==> config.mk <==
export PLATFORM = sky130hd
export DESIGN_NAME = mmio_uart_bridge
export DESIGN_NICKNAME = d
export VERILOG_FILES = /design/src/rtl/mmio_uart_bridge.sv
export SDC_FILE = /design/constraint.sdc
export NUM_CORES = 1
export LEC_CHECK = 0
export CORE_MARGIN = 3
export CORE_UTILIZATION = 60
export CTS_CLUSTER_DIAMETER = 200
export DETAILED_ROUTE_END_ITERATION = 6
export PLACE_DENSITY = 0.93
export RECOVER_POWER = 25
export SYNTH_ARGS = -nofsm -noshare
export SYNTH_HDL_FRONTEND = slang
export SYNTH_SLANG_ARGS = --single-unit
export TNS_END_PERCENT = 10
==> constraint.sdc <==
create_clock -name clk -period 4.3 [get_ports clk]
set_input_delay 0.645 -clock clk [delete_from_list [all_inputs] [get_ports clk]]
set_output_delay 0.645 -clock clk [all_outputs]
set_load 0.01 [all_outputs]
==> src/rtl/mmio_uart_bridge.sv <==
// -----------------------------------------------------------------------------
// mmio_uart_bridge
//
// Memory-mapped I/O back end for the core pipeline. It takes the EX-stage MMIO
// select and store data. It buffers UART traffic in a TX FIFO and an RX FIFO,
// keeps a free-running cycle counter and a retired-instruction counter, and
// returns registered read data that lines up with the MEM/WB stage.
//
// Ports
//   clk            core clock, rising-edge
//   rst            asynchronous reset, active low
//   mmap_sel       EX-stage select: 0 CTRL rd, 1 RX rd, 2 TX wr, 3 cycle rd,
//                  4 instr rd, 5 counter clear, 6/7 idle
//   wdata          EX-stage store data; [7:0] is the TX byte
//   inst_retire    one real instruction leaves MEM/WB this cycle
//   mmio_rdata     registered read data (1-cycle latency)
//   uart_tx_data   head of TX FIFO (0 when empty)
//   uart_tx_valid  TX FIFO not empty
//   uart_tx_ready  UART transmitter takes the head byte
//   uart_rx_data   byte from the UART receiver
//   uart_rx_valid  receiver byte valid
//   uart_rx_ready  RX FIFO not full
// -----------------------------------------------------------------------------
module mmio_uart_bridge #(
  parameter int unsigned FIFO_DEPTH = 8,
  parameter int unsigned CNT_W      = 32
) (
  input  logic        clk,
  input  logic        rst,
  input  logic [2:0]  mmap_sel,
  input  logic [31:0] wdata,
  input  logic        inst_retire,
  output logic [31:0] mmio_rdata,
  output logic [7:0]  uart_tx_data,
  output logic        uart_tx_valid,
  input  logic        uart_tx_ready,
  input  logic [7:0]  uart_rx_data,
  input  logic        uart_rx_valid,
  output logic        uart_rx_ready
);

  localparam int unsigned PTR_W  = $clog2(FIFO_DEPTH);
  localparam int unsigned FCNT_W = PTR_W + 1;
  localparam logic [FCNT_W-1:0] DEPTH_C = FCNT_W'(FIFO_DEPTH);

  typedef enum logic [2:0] {
    SEL_CTRL  = 3'd0,
    SEL_RX    = 3'd1,
    SEL_TX    = 3'd2,
    SEL_CYC   = 3'd3,
    SEL_INSTR = 3'd4,
    SEL_CLR   = 3'd5,
    SEL_IDLE6 = 3'd6,
    SEL_IDLE7 = 3'd7
  } mmap_sel_e;

  mmap_sel_e sel;
  assign sel = mmap_sel_e'(mmap_sel);

  // Only the TX byte lane of the store data is used.
  logic unused_wdata;
  assign unused_wdata = ^wdata[31:8];

  // ---------------------------------------------------------------------------
  // State
  // ---------------------------------------------------------------------------
  logic [7:0]        tx_mem [FIFO_DEPTH];
  logic [7:0]        rx_mem [FIFO_DEPTH];
  logic [PTR_W-1:0]  tx_wr_ptr_q, tx_wr_ptr_d, tx_rd_ptr_q, tx_rd_ptr_d;
  logic [PTR_W-1:0]  rx_wr_ptr_q, rx_wr_ptr_d, rx_rd_ptr_q, rx_rd_ptr_d;
  logic [FCNT_W-1:0] tx_count_q, tx_count_d, rx_count_q, rx_count_d;
  logic [CNT_W-1:0]  cycle_cnt_q, cycle_cnt_d, instr_cnt_q, instr_cnt_d;
  logic              tx_ovf_q, tx_ovf_d;
  logic [31:0]       mmio_rdata_q, mmio_rdata_d;

  // ---------------------------------------------------------------------------
  // Handshakes: driven only from the count registers
  // ---------------------------------------------------------------------------
  logic tx_full, rx_empty;
  logic tx_push, tx_pop, rx_push, rx_pop, cnt_clr;

  assign tx_full       = (tx_count_q == DEPTH_C);
  assign rx_empty      = (rx_count_q == '0);
  assign uart_tx_valid = (tx_count_q != '0);
  assign uart_rx_ready = (rx_count_q != DEPTH_C);
  // Masked so a stale array entry never shows on the port while empty.
  assign uart_tx_data  = uart_tx_valid ? tx_mem[tx_rd_ptr_q] : 8'h00;

  // A TX write while full is dropped even if a pop happens on the same edge.
  assign tx_push = (sel == SEL_TX) && !tx_full;
  assign tx_pop  = uart_tx_valid && uart_tx_ready;
  assign rx_push = uart_rx_valid && uart_rx_ready;
  assign rx_pop  = (sel == SEL_RX) && !rx_empty;
  assign cnt_clr = (sel == SEL_CLR);

  // Counter clear wins over the same-cycle increment.
  assign cycle_cnt_d = cnt_clr ? '0 : cycle_cnt_q + CNT_W'(1);
  assign instr_cnt_d = cnt_clr ? '0 : instr_cnt_q + CNT_W'(inst_retire);

  // ---------------------------------------------------------------------------
  // Next-state logic
  // ---------------------------------------------------------------------------
  always_comb begin
    // NOTE: every output of this block gets a default first, so no path
    // through the case statements can leave one unassigned and infer a latch.
    tx_wr_ptr_d  = tx_push ? tx_wr_ptr_q + PTR_W'(1) : tx_wr_ptr_q;
    tx_rd_ptr_d  = tx_pop  ? tx_rd_ptr_q + PTR_W'(1) : tx_rd_ptr_q;
    rx_wr_ptr_d  = rx_push ? rx_wr_ptr_q + PTR_W'(1) : rx_wr_ptr_q;
    rx_rd_ptr_d  = rx_pop  ? rx_rd_ptr_q + PTR_W'(1) : rx_rd_ptr_q;
    tx_count_d   = tx_count_q;
    rx_count_d   = rx_count_q;
    tx_ovf_d     = tx_ovf_q;
    mmio_rdata_d = 32'h0;

    case ({tx_push, tx_pop})
      2'b10:   tx_count_d = tx_count_q + FCNT_W'(1);
      2'b01:   tx_count_d = tx_count_q - FCNT_W'(1);
      default: tx_count_d = tx_count_q;
    endcase

    case ({rx_push, rx_pop})
      2'b10:   rx_count_d = rx_count_q + FCNT_W'(1);
      2'b01:   rx_count_d = rx_count_q - FCNT_W'(1);
      default: rx_count_d = rx_count_q;
    endcase

    if (cnt_clr)
      tx_ovf_d = 1'b0;
    else if ((sel == SEL_TX) && tx_full)
      tx_ovf_d = 1'b1;

    // Read data is taken from pre-edge state.
    case (sel)
      SEL_CTRL:  mmio_rdata_d = {29'b0, tx_ovf_q, !rx_empty, !tx_full};
      SEL_RX:    mmio_rdata_d = rx_empty ? 32'h0 : {24'b0, rx_mem[rx_rd_ptr_q]};
      SEL_CYC:   mmio_rdata_d = 32'(cycle_cnt_q);
      SEL_INSTR: mmio_rdata_d = 32'(instr_cnt_q);
      default:   mmio_rdata_d = 32'h0;
    endcase
  end

  // ---------------------------------------------------------------------------
  // FIFO storage
  // ---------------------------------------------------------------------------
  // NOTE: the storage arrays have no reset; an entry is only ever observed
  // after it has been written, because reads are gated by the counts.
  always_ff @(posedge clk) begin
    if (tx_push) tx_mem[tx_wr_ptr_q] <= wdata[7:0];
    if (rx_push) rx_mem[rx_wr_ptr_q] <= uart_rx_data;
  end

  // ---------------------------------------------------------------------------
  // Control registers
  // ---------------------------------------------------------------------------
  // NOTE: sequential state uses non-blocking assignments only, so every
  // register samples the pre-edge value of every other register.
  always_ff @(posedge clk or negedge rst) begin
    if (!rst) begin
      tx_wr_ptr_q  <= '0;
      tx_rd_ptr_q  <= '0;
      rx_wr_ptr_q  <= '0;
      rx_rd_ptr_q  <= '0;
      tx_count_q   <= '0;
      rx_count_q   <= '0;
      cycle_cnt_q  <= '0;
      instr_cnt_q  <= '0;
      tx_ovf_q     <= 1'b0;
      mmio_rdata_q <= 32'h0;
    end else begin
      tx_wr_ptr_q  <= tx_wr_ptr_d;
      tx_rd_ptr_q  <= tx_rd_ptr_d;
      rx_wr_ptr_q  <= rx_wr_ptr_d;
      rx_rd_ptr_q  <= rx_rd_ptr_d;
      tx_count_q   <= tx_count_d;
      rx_count_q   <= rx_count_d;
      cycle_cnt_q  <= cycle_cnt_d;
      instr_cnt_q  <= instr_cnt_d;
      tx_ovf_q     <= tx_ovf_d;
      mmio_rdata_q <= mmio_rdata_d;
    end
  end

  assign mmio_rdata = mmio_rdata_q;

endmodule

==> impl_metrics.csv <==
group,metric,value,unit
run_status,outcome,"finished with violations",
run_status,violations,"max-capacitance violations, max-slew violations",
sta,setup_viol,0,
worst_setup_path,startpoint_type,"register",
layout,drive_above_1_share,0.131,
layout,areaGrowthSynthToFinish,16.4,%
synthesis,syn_inst,762,
placed_design,dp_slack,0.796,ns
sta,fmax,297,MHz
worst_setup_path,cp_data_arrival_time,2.73,ns
layout,layout.area.seq,6770,sq um
floorplanning,die_height,139,um
synthesis,syn-cell-area,10600,sq um
synthesis,synth_flop_cell,"edfxtp_1",
layout,antenna_cells,0,
sta,slew_violations,64,
clocking,ctsHtreeMaxLevel,1,
synthesis,syn_avg_cell_area,13.9,sq um
drt,avgRoutedWirePerCell,20.7,um
clocking,clk_pin_slew_worst_paths,0.06,ns
floorplanning,boundaryPins,90,
worst_setup_path,end_kind,"output pin",
sta,fin_crit_sh,0.784,
synthesis,synth_common_cells,"128 x edfxtp_1, 117 x dfrtp_1, 51 x nand2_1",
global_routing,grt_pass1_vias,6884,
layout,finish.utilization,0.715,
drt,drt_iter0_drc,558,
synthesis,yosys_register_bits,245,
clocking,clk_latency,0.51,ns
clocking,cts_tree,"done",
sta,rsz0062_at_grt,"no",
drt,dr.pass1.iters,5,
clocking,cts_buffers,25,
placed_design,placed_cell_area,11500,sq um
synthesis,synth.most_common_cell,"edfxtp_1",
global_routing,grtUsageTotal,0.228,
power_and_ir_drop,ir_drop,0.411,mV
power_and_ir_drop,p_sw_frac,0.273,
floorplanning,die_area,19300,sq um
placed_design,gp_congestion,0.824,
power_and_ir_drop,internal_power,4.83,mW
clocking,cts_sinks,245,
synthesis,syn_nets,823,
floorplanning,initial_core_util,0.614,
synthesis,synth_area_leaders,"edfxtp_1 36%, dfrtp_1 28%, mux4_2 6.8%",
global_routing,antenna_found_initial,0,
power_and_ir_drop,combPwrFrac,0.202,
global_routing,grt_pass1_wl,35.7,mm
worst_hold_path,hp-class,"register to register",
clocking,ctsHoldBuffers,0,
floorplanning,coreArea,17300,sq um
floorplanning,fp.dieW,139,um
power_and_ir_drop,clkPwrFrac,0.324,
worst_setup_path,reg2reg_depth,10,
power_and_ir_drop,power.density,538,nW/um^2
power_and_ir_drop,pwr-share-seq,0.474,
layout,fin_nets,896,
flow_run,maxCapViolCount,1,
power_and_ir_drop,power.leakage,4.60,nW
clocking,cts_setup_buffers,0,
placed_design,dp_hpwl,14.6,mm
global_routing,grt_overflow_total,0,
worst_setup_path,worstPathMaxFanout,11,
layout,fillers,1117,
synthesis,yosysWarnings,0,
synthesis,synth_async_sr_flop_share,0.478,
sta,fin_skew,0.00627,ns
synthesis,yosysSeqAreaShare,0.638,
sta,maxSlewHeadroom,-1.31,
sta,fin_ws,0.929,ns
floorplanning,core.rowCount,48,
synthesis,ys_types,56,
drt,via_per_inst,6.36,
layout,final_area,12400,sq um
sta,worst_slew_pin_slew,3.47,ns
drt,drtAntennaViolNets,0,
drt,route.detailed.drc,0,
drt,wl,22.3,mm
synthesis,synth.top_cell.area_share,0.362,
sta,fin_crit,3.37,ns
sta,finalSetupTns,0,ns
layout,multi_input_area,3640,sq um
drt,vias,6849,
synthesis,synth-edff-count,128,
clocking,ctsResizeCount,0,
synthesis,yosys.area.top_type,"edfxtp_1",
clocking,clockBufferDepth,3,
worst_setup_path,worst-setup-path-type,"register to output pin",
clocking,cts_root_buf,"clkbuf_16",
sta,final-hold-violation-count,0,
worst_hold_path,hold_depth,2,
global_routing,grt_max_degree,64,
worst_setup_path,required,3.65,ns
sta,fin_hold_ws,0.525,ns
power_and_ir_drop,p_sw,1.82,mW
placed_design,io_buffers,65,
-- power by group through the flow --
stage | Sequential [mW] | Clock [mW] | Combinational [mW]
floorplan | 2.94 | 0 | 1.08
global placement | 3.17 | 0 | 1.28
detailed placement | 3.19 | 0 | 1.34
CTS | 3.15 | 2.19 | 1.36
global route | 3.20 | 2.28 | 1.47
finish | 3.15 | 2.15 | 1.34
-- worst max-delay path, cell delays in order, from the launching register on --
cell             delay, ns
dfrtp_1               0.63
buf_4                 0.33
mux4_2                0.52
mux2i_1               0.20
nor2_1                0.06
clkdlybuf4s50_1       0.48
-- cell families after synthesis --
logic type	share of synthesized area
buf+inv	0.0197
flops	0.638
simple gates	0.127
mux	0.0940
xor+xnor	0.0338
compound gates	0.0724
fa+ha+maj	0.0153
-- per-layer routing --
metal	track usage	share of wire	routed length [um]
met2	0.392	0.51	11300
met5	0	0	0
met1	0.303	0.40	8910
met3	0.0390	0.068	1520
met4	0.0695	0.025	551
-- per-stage QoR --
| stage | power, mW | cells |
|---|---|---|
| floorplan | 4.02 | 762 |
| global placement | 4.45 | 1033 |
| detailed placement | 4.54 | 1033 |
| CTS | 6.70 | 1077 |
| global route | 6.95 | 1077 |
| finish | 6.65 | 1077 |
-- final timing paths --
kind                                 from              end  slack [ns]
setup / recovery           tx_rd_ptr_q[0]  uart_tx_data[1]        0.93
hold / removal                   tx_ovf_q         tx_ovf_q        0.52
setup reg to reg            tx_count_q[2]    tx_count_q[2]        1.44
hold reg to reg                  tx_ovf_q         tx_ovf_q        0.52
max in group asynchronous             rst    mmio_rdata[4]        1.04
min in group asynchronous             rst    mmio_rdata[3]        1.31
-- layout by cell type (no fill, tap or decap), types with 6 or more instances in the layout --
| cell | n |
|---|---|
| clkbuf_16 | 25 |
| nor2_1 | 42 |
| o31ai_1 | 17 |
| inv_1 | 11 |
| nand3_1 | 20 |
| clkbuf_1 | 7 |
| ha_1 | 13 |
| xor2_1 | 21 |
| a21oi_1 | 33 |
| xnor2_1 | 20 |
| and4_1 | 8 |
| nor3_1 | 15 |
| a22oi_1 | 8 |
| or4_1 | 18 |
| o21ai_0 | 21 |
| dlygate4sd3_1 | 10 |
| mux2_2 | 6 |
| nand4_1 | 16 |
| clkdlybuf4s50_1 | 54 |
| nand2b_1 | 9 |
| buf_4 | 20 |
| mux2i_1 | 21 |
| edfxtp_1 | 128 |
| o41ai_1 | 6 |
| nand2_1 | 51 |
| mux4_2 | 32 |
| dfrtp_1 | 117 |
| and2_1 | 8 |
| a22o_1 | 24 |
| nor4_1 | 16 |
-- final cells by class --
type                            count  area share
Tap cell                          225      0.0228
Clock inverter                      9     0.00962
Clock buffer                       35      0.0569
Multi-Input combinational cell    466       0.295
Inverter                           12     0.00364
Timing Repair Buffer               85      0.0643
Sequential cell                   245       0.548
-- flip-flops by register name, indices dropped and copies added, names as in the netlist --
signal / flops
rx_mem: 64
tx_mem: 64
cycle_cnt_q: 32
instr_cnt_q: 32
mmio_rdata: 32
rx_count_q: 4
tx_count_q: 4
rx_rd_ptr_q: 3
rx_wr_ptr_q: 3
tx_rd_ptr_q: 3
tx_wr_ptr_q: 3
tx_ovf_q: 1
No activity file was read; power rests on OpenSTA's default activity.
